<file path="config.mk">
export PLATFORM = sky130hd
export DESIGN_NAME = ex_cond_stage
export DESIGN_NICKNAME = d
export VERILOG_FILES = /design/src/rtl/ex_cond_stage.sv
export SDC_FILE = /design/constraint.sdc
export NUM_CORES = 1
export LEC_CHECK = 0
export BUFFER_PORTS_ARGS = -buffer_cell sky130_fd_sc_hd__buf_4
export CAP_MARGIN = 20
export CORE_ASPECT_RATIO = 1.1
export CORE_MARGIN = 1.5
export CORE_UTILIZATION = 30
export CTS_CLUSTER_SIZE = 25
export DETAILED_ROUTE_END_ITERATION = 6
export GPL_ROUTABILITY_DRIVEN = 0
export SLEW_MARGIN = 15
export SYNTH_ARGS = -nofsm -noshare
export SYNTH_HDL_FRONTEND = slang
export SYNTH_SLANG_ARGS = --single-unit
</file>
<file path="constraint.sdc">
create_clock -name clk -period 5.1 [get_ports clk]
set_input_delay 1.02 -clock clk [delete_from_list [all_inputs] [get_ports clk]]
set_output_delay 1.02 -clock clk [all_outputs]
set_load 0.05 [all_outputs]
</file>
<file path="src/rtl/ex_cond_stage.sv">
// Execute-stage condition check and EX/MEM pipeline register.
// Gates EX writes on the condition result and holds the architectural NZCV flags.
module ex_cond_stage (
  input  logic        clk,
  input  logic        reset,
  input  logic        StallM,
  input  logic        FlushE,
  input  logic [3:0]  CondE,
  input  logic [1:0]  FlagWriteE,
  input  logic [3:0]  ALUFlags,
  input  logic [31:0] ALUResultE,
  input  logic [31:0] WriteDataE,
  input  logic [3:0]  WA3E,
  input  logic        RegWriteE,
  input  logic        MemWriteE,
  input  logic        MemtoRegE,
  input  logic        PCSrcE,
  input  logic        BranchE,
  output logic        CondExE,
  output logic        BranchTakenE,
  output logic [3:0]  Flags,
  output logic [31:0] ALUOutM,
  output logic [31:0] WriteDataM,
  output logic [3:0]  WA3M,
  output logic        RegWriteM,
  output logic        MemWriteM,
  output logic        MemtoRegM,
  output logic        PCSrcM
);

  logic [3:0]  flags_q, flags_d;
  logic [31:0] alu_out_q, alu_out_d;
  logic [31:0] write_data_q, write_data_d;
  logic [3:0]  wa3_q, wa3_d;
  logic        reg_write_q, reg_write_d;
  logic        mem_write_q, mem_write_d;
  logic        mem_to_reg_q, mem_to_reg_d;
  logic        pc_src_q, pc_src_d;

  logic n_flag, z_flag, c_flag, v_flag;
  logic cond_ex;

  assign {n_flag, z_flag, c_flag, v_flag} = flags_q;

  // Condition is evaluated against the flags before this instruction's own update.
  always_comb begin
    cond_ex = 1'b0;
    case (CondE)
      4'b0000: cond_ex = z_flag;
      4'b0001: cond_ex = ~z_flag;
      4'b0010: cond_ex = c_flag;
      4'b0011: cond_ex = ~c_flag;
      4'b0100: cond_ex = n_flag;
      4'b0101: cond_ex = ~n_flag;
      4'b0110: cond_ex = v_flag;
      4'b0111: cond_ex = ~v_flag;
      4'b1000: cond_ex = c_flag & ~z_flag;
      4'b1001: cond_ex = ~c_flag | z_flag;
      4'b1010: cond_ex = (n_flag == v_flag);
      4'b1011: cond_ex = (n_flag != v_flag);
      4'b1100: cond_ex = ~z_flag & (n_flag == v_flag);
      4'b1101: cond_ex = z_flag | (n_flag != v_flag);
      4'b1110: cond_ex = 1'b1;
      default: cond_ex = 1'b0;  // 1111 is unsupported and never executes
    endcase
  end

  assign CondExE      = cond_ex;
  assign BranchTakenE = BranchE & cond_ex & ~FlushE;

  // Flush beats stall: a killed instruction becomes a bubble even while MEM is stalled.
  always_comb begin
    flags_d      = flags_q;
    alu_out_d    = alu_out_q;
    write_data_d = write_data_q;
    wa3_d        = wa3_q;
    reg_write_d  = reg_write_q;
    mem_write_d  = mem_write_q;
    mem_to_reg_d = mem_to_reg_q;
    pc_src_d     = pc_src_q;
    if (FlushE) begin
      alu_out_d    = ALUResultE;
      write_data_d = WriteDataE;
      wa3_d        = WA3E;
      reg_write_d  = 1'b0;
      mem_write_d  = 1'b0;
      mem_to_reg_d = 1'b0;
      pc_src_d     = 1'b0;
    end else if (!StallM) begin
      alu_out_d    = ALUResultE;
      write_data_d = WriteDataE;
      wa3_d        = WA3E;
      reg_write_d  = RegWriteE & cond_ex;
      mem_write_d  = MemWriteE & cond_ex;
      mem_to_reg_d = MemtoRegE;
      pc_src_d     = PCSrcE & cond_ex;
      if (FlagWriteE[1] & cond_ex) begin
        flags_d[3:2] = ALUFlags[3:2];
      end
      if (FlagWriteE[0] & cond_ex) begin
        flags_d[1:0] = ALUFlags[1:0];
      end
    end
  end

  always_ff @(posedge clk or posedge reset) begin
    if (reset) begin
      flags_q      <= 4'b0000;
      alu_out_q    <= 32'h0;
      write_data_q <= 32'h0;
      wa3_q        <= 4'h0;
      reg_write_q  <= 1'b0;
      mem_write_q  <= 1'b0;
      mem_to_reg_q <= 1'b0;
      pc_src_q     <= 1'b0;
    end else begin
      flags_q      <= flags_d;
      alu_out_q    <= alu_out_d;
      write_data_q <= write_data_d;
      wa3_q        <= wa3_d;
      reg_write_q  <= reg_write_d;
      mem_write_q  <= mem_write_d;
      mem_to_reg_q <= mem_to_reg_d;
      pc_src_q     <= pc_src_d;
    end
  end

  assign Flags      = flags_q;
  assign ALUOutM    = alu_out_q;
  assign WriteDataM = write_data_q;
  assign WA3M       = wa3_q;
  assign RegWriteM  = reg_write_q;
  assign MemWriteM  = mem_write_q;
  assign MemtoRegM  = mem_to_reg_q;
  assign PCSrcM     = pc_src_q;

endmodule

</file>
==> results of run 1 <==
[layout make-up]
cell class	count	share of cell area (%)
flip-flops and latches	76	40.94
clock inverters	5	1.077
repair buffers	165	26.66
inverters	5	0.4309
well taps	120	3.232
clock buffers	11	3.259
multi-input cells	114	24.40
[registers in the layout, indices dropped and copies added (netlist names)]
name	flops
PCSrcM	1
RegWriteM	1
MemtoRegM	1
WriteDataM	32
WA3M	4
MemWriteM	1
Flags	4
ALUOutM	32
[how the worst max path moves through the flow]
stage	startpoint	to	slack (ns)	cells after the start
3_5_place_dp	CondE[0]	BranchTakenE	1.49	7
6_report	CondE[0]	BranchTakenE	1.48	7
3_3_place_gp	CondE[0]	BranchTakenE	1.56	7
4_1_cts	CondE[0]	BranchTakenE	1.48	7
2_1_floorplan	CondE[2]	BranchTakenE	0.97	6
5_1_grt	CondE[0]	CondExE	1.37	7
[worst reg2reg max path, stage by stage (launching register included)]
cell,delay [ns]
dfrtp_1,0.46
and4bb_1,0.24
nor3_1,0.19
a31oi_1,0.19
o311ai_2,0.39
mux2_2,0.38
[power groups by stage]
stage                     Clock (mW)  Combinational, mW  Sequential (mW)
after CTS                      0.483              0.589            0.719
after floorplan                    0              0.165            0.951
after global routing           0.504              0.613            0.730
final                          0.460              0.582            0.719
after global placement             0              0.583            0.728
after detailed placement           0              0.589            0.730
[metrics by stage]
step / instances / hold slack, ns / total power, mW / cell area, um2
CTS: 496 / 0.5139 / 1.791 / 4646
global route: 496 / 0.5262 / 1.847 / 4646
finish: 496 / 0.5087 / 1.761 / 4646
global placement: 480 / 0.4903 / 1.311 / 4444
detailed placement: 480 / 0.4965 / 1.319 / 4444
floorplan: 205 / 0.7507 / 1.116 / 3092
[synthesized netlist by cell type (2+ instances only)]
cell / instances / area share [%]
and4bb_1: 2 / 0.81
clkbuf_1: 8 / 0.97
buf_4: 2 / 0.49
nor2_1: 4 / 0.49
xor2_1: 3 / 0.85
o22ai_1: 3 / 0.61
nor3b_1: 2 / 0.49
mux2_2: 72 / 26
mux2i_1: 2 / 0.65
inv_1: 5 / 0.61
nor3_1: 3 / 0.49
nand3b_1: 2 / 0.49
nor2b_1: 2 / 0.40
dfrtp_1: 76 / 62
nand2_1: 4 / 0.49
o311ai_2: 2 / 1.1
[logic make-up after synthesis]
group	Yosys count	synth area share [%]
DFF	76	61.51
muxes	74	26.87
and+or+nand+nor	25	5.341
buffers and inverters	15	2.064
AOI/OAI and AO/OA	11	3.076
xor gates and xnor gates	4	1.133
[layer usage]
layer | vias to the layer above | global-route usage [%] | part of all wire, %
li1 | 1056 | - | -
met1 | 1098 | 16.55 | 39
met2 | 92 | 23.13 | 51
met3 | 15 | 3.369 | 6.7
met4 | 0 | 8.853 | 2.8
met5 | - | 0 | 0
[cells in the final DEF, fill, tap and decap left out, drive strengths merged]
| cell type | n |
|---|---|
| o22ai | 3 |
| clkinv | 5 |
| xnor2 | 1 |
| and4bb | 2 |
| or3b | 1 |
| nor3b | 2 |
| o31ai | 1 |
| nand2 | 4 |
| xor2 | 3 |
| a22oi | 2 |
| a21oi | 1 |
| and3b | 2 |
| nor3 | 3 |
| nand2b | 1 |
| nor2b | 3 |
| nand3b | 2 |
| bufinv | 1 |
| o21ai | 1 |
| mux2 | 72 |
| nor2 | 4 |
| o311ai | 2 |
| buf | 165 |
| clkbuf | 11 |
| a31oi | 1 |
| inv | 4 |
| dfrtp | 76 |
| and2b | 1 |
| mux2i | 2 |
==> out/metrics.csv, run 1 <==
metric;value;unit
first_iter_violations;48;
multi_input_area;1134;um2
crit_path_max_fanout;12;
fin_nets;458;
syn_inst;205;
finalCriticalPeriod;3.617;ns
synth_edf_count;0;
dpl.hpwl;5.412;mm
die_h;109.5;um
max-cap-violations;0;
worstPathArrival;2.60;ns
post_cts_buffers;0;
synthArstFlopShare;100.0;%
ant_nets;0;
p_clk_share;26.1;%
cts_tree;yes;
peakVddDrop;189.6;uV
synth-seq-cells;76;
crit_chain;buf_4 -> and4bb_1 -> nor3_1 -> a31oi_1 -> nor3_1 -> nor3b_1 -> buf_4;
synth_cell_type_count;29;
p_leak;2.226;nW
tightest_slew;0.9505;ns
ys.flop_type;dfrtp_1;
critPathKind;in2out;
core;9937;um2
post_drt_wl_per_cell;14.81;um
crit_required;4.08;ns
drc;0;
crit_buf_inv;2;
clkTransAtPathRegs;0.07;ns
fill_cells;932;
setup_viol;0;
power_frac_seq;40.8;%
holdPathStages;1;
cts_root_buffer;clkbuf_8;
cts_inserted_buffers;9;
seq_area_frac_synth;61.51;%
antenna_cells;0;
crit_path_start_kind;primary input;
cts_sinks;76;
intPower;1.140;mW
slowest_delay;0.53;ns
viasPerCell;4.558;
powerDensity;379.1;nW/um2
rsz0062_at_grt;false;
tns;0;ns
hold_path.class;reg2reg;
r2r-start;Flags[0]$_DFFE_PP0P_;
crit_path_end_kind;output port;
dieArea;10920;um2
grt-ovfl-total;0;
cts_htree_levels;3;
switching_share;35.28;%
min_period_over_period;70.92;%
skew;0.003149;ns
ff_latch_area;1902;um2
r2r_end;Flags[2]$_DFFE_PP0P_;
grt_pass1_vias;2420;
clockBufferDepth;2;
p_sw;0.6214;mW
grt_pass1_wl;11.73;mm
ff2ff_setup_slack;3.14;ns
yosys_warnings;0;
wl;7.345;mm
start_util;31.11;%
io_pins;165;
post-route-util;46.75;%
pre_cts_slack;1.491;ns
worstRegToRegCells;5;
synth_area_per_cell;15.08;um2
hold-path-endpoint;WriteDataM[2]$_DFFE_PP0P_;
drive_above_1_share;69.41;%
rows;38;
drt_pass1_iterations;4;
hold_path_startpoint;WriteDataM[2]$_DFFE_PP0P_;
antenna_found_initial;0;
cts_resized;0;
synth_nets;292;
status;finished, final reports clean;
area_growth;50.26;%
die_x;99.79;um
num_vias;2261;
hold_viol;0;
slew_viol_final;0;
grt_max_degree;72;
grt_util_all_layers;14.04;%
worst_path_max_delay_cell;nor3_1;
portBuffers;164;
p_comb_share;33.1;%
syn-cell-area;3092;um2
fin_ws;1.483;ns
cts_hold_buf;0;
worstSkewPairLatency;0.34;ns
fmax;276.5;MHz
path_delay_family;simple AND/OR/NAND/NOR gates;
relSlewSlack;36.64;%
(Power assumes the default switching activity.)
==> run 2, diff against run 1 <==
clock period = 3.3 ns   (was 5.1 ns; I/O delays follow)
==> out/metrics.csv, run 2 (same netlist as run 1, synthesis figures left out) <==
metric;value;unit
cts_resized;0;
powerDensity;583.4;nW/um2
cp_num_cells;7;
dpl.hpwl;5.197;mm
tightest_slew;0.9531;ns
worstPathArrival;2.15;ns
wl;7.030;mm
crit_path_frequent_cell;buf_4;
num_vias;2257;
worstSkewPairLatency;0.34;ns
slowest_delay;0.44;ns
post_drt_wl_per_cell;14.12;um
core;9937;um2
antenna_cells;0;
crit_path_max_fanout;5;
portBuffers;164;
viasPerCell;4.532;
final_cell_mix;167 x buf_4, 76 x dfrtp_1, 72 x mux2_2;
cts_tree;yes;
cts_sinks;76;
start_util;31.11;%
ff2ff_setup_slack;1.33;ns
worst_path_max_delay_cell;dfrtp_1;
finalCriticalPeriod;2.814;ns
ant_nets;0;
use_met2;22.11;%
clkTransAtPathRegs;0.08;ns
cts_htree_levels;3;
hold_viol;0;
top_usage_layer;met2;
status;finished, final reports clean;
antenna_found_initial;0;
grtUsageMet3;5.277;%
grt_util_met1;14.88;%
crit_required;2.64;ns
max-cap-violations;0;
area_growth;50.63;%
r2r_end;Flags[3]$_DFFE_PP0P_;
crit_chain;and2b_4 -> a22oi_2 -> mux2i_1 -> nor3_1 -> buf_4 -> nor3b_2 -> buf_4;
die_x;99.79;um
fill_cells;891;
crit_buf_inv;2;
rows;38;
cts_inserted_buffers;9;
min_period_over_period;85.27;%
grt_pass1_vias;2375;
fin_ws;0.4860;ns
drc;0;
fmax;355.4;MHz
crit_path_end_kind;output port;
die_h;109.5;um
rsz0062_at_grt;false;
worstRegToRegCells;5;
pre_cts_slack;0.5500;ns
r2r-start;Flags[0]$_DFFE_PP0P_;
grt_max_degree;72;
grt_util_all_layers;13.25;%
path_delay_family;simple AND/OR/NAND/NOR gates;
dieArea;10920;um2
setup_viol;0;
drive_above_1_share;69.31;%
cts_root_buffer;clkbuf_8;
io_pins;165;
skew;0.005932;ns
peakVddDrop;263.0;uV
p_leak;2.215;nW
final_common_cell;buf_4;
drt_pass1_iterations;3;
tns;0;ns
slew_viol_final;0;
cts_hold_buf;0;
relSlewSlack;36.46;%
first_iter_violations;34;
crit_path_start_kind;flop;
grt_pass1_wl;11.16;mm
post_cts_buffers;0;
grt-ovfl-total;0;
fin_nets;460;
clockBufferDepth;2;
critPathKind;reg2out;
hold_path.class;in2async;
-- run 2: cell types whose count changed in the layout (fill, tap and decap cells not counted) --
cell        delta
clkinvlp_4     +3
nor3b_1        -1
clkbuf_8       -2
nor3b_2        +1
clkbuf_1       +2
inv_6          +1
clkinv_2       -4
buf_4          +2
-- run 2: area by class of cell --
class	instances	area, um2	share of cell area [%]
Inverter	5	20.02	0.4299
Clock buffer	11	131.4	2.821
Sequential cell	76	1902	40.84
Timing Repair Buffer	167	1254	26.92
Tap cell	120	150.1	3.224
Clock inverter	5	61.31	1.316
Multi-Input combinational cell	114	1139	24.45
-- run 2: power breakdown --
| group | total [mW] | leakage [nW] | switching, mW | internal, mW |
|---|---|---|---|---|
| Combinational | 0.910 | 1.23 | 0.556 | 0.354 |
| Sequential | 1.11 | 0.895 | 0.0839 | 1.03 |
| Clock | 0.693 | 0.0862 | 0.341 | 0.353 |
-- run 2: worst max path at each step --
| stage | from | end | slack [ns] |
|---|---|---|---|
| global placement | CondE[3] | BranchTakenE | 0.56 |
| floorplan | Flags[2]$_DFFE_PP0P_ | BranchTakenE | 0.38 |
| detailed placement | CondE[3] | BranchTakenE | 0.55 |
| finish | Flags[2]$_DFFE_PP0P_ | BranchTakenE | 0.49 |
| global route | Flags[0]$_DFFE_PP0P_ | BranchTakenE | 0.31 |
| CTS | Flags[2]$_DFFE_PP0P_ | BranchTakenE | 0.44 |
-- run 2: per-layer routing --
| metal | vias to the layer above | wire [um] |
|---|---|---|
| met1 | 1079 | 2811 |
| met2 | 101 | 3512 |
| met4 | 0 | 123 |
| met3 | 13 | 583 |
| li1 | 1064 | - |
| met5 | - | 0 |
-- run 2: stage by stage --
stage | area, um2 | utilization (%) | power (mW) | hold slack (ns) | std cells
after detailed placement | 4464 | 44.93 | 2.054 | 0.4968 | 482
final | 4657 | 46.86 | 2.717 | 0.4079 | 498
after global placement | 4464 | 44.93 | 2.039 | 0.4911 | 482
after CTS | 4657 | 46.86 | 2.764 | 0.4095 | 498
after floorplan | 3097 | - | 1.726 | 0.7264 | 205
after global routing | 4657 | 46.86 | 2.865 | 0.4311 | 498
-- run 2: worst register-to-register path, stage by stage, from the launching register on --
cell,delay (ns)
dfrtp_1,0.47
and4bb_1,0.24
nor3_1,0.20
a31oi_1,0.18
o311ai_2,0.39
mux2_2,0.37
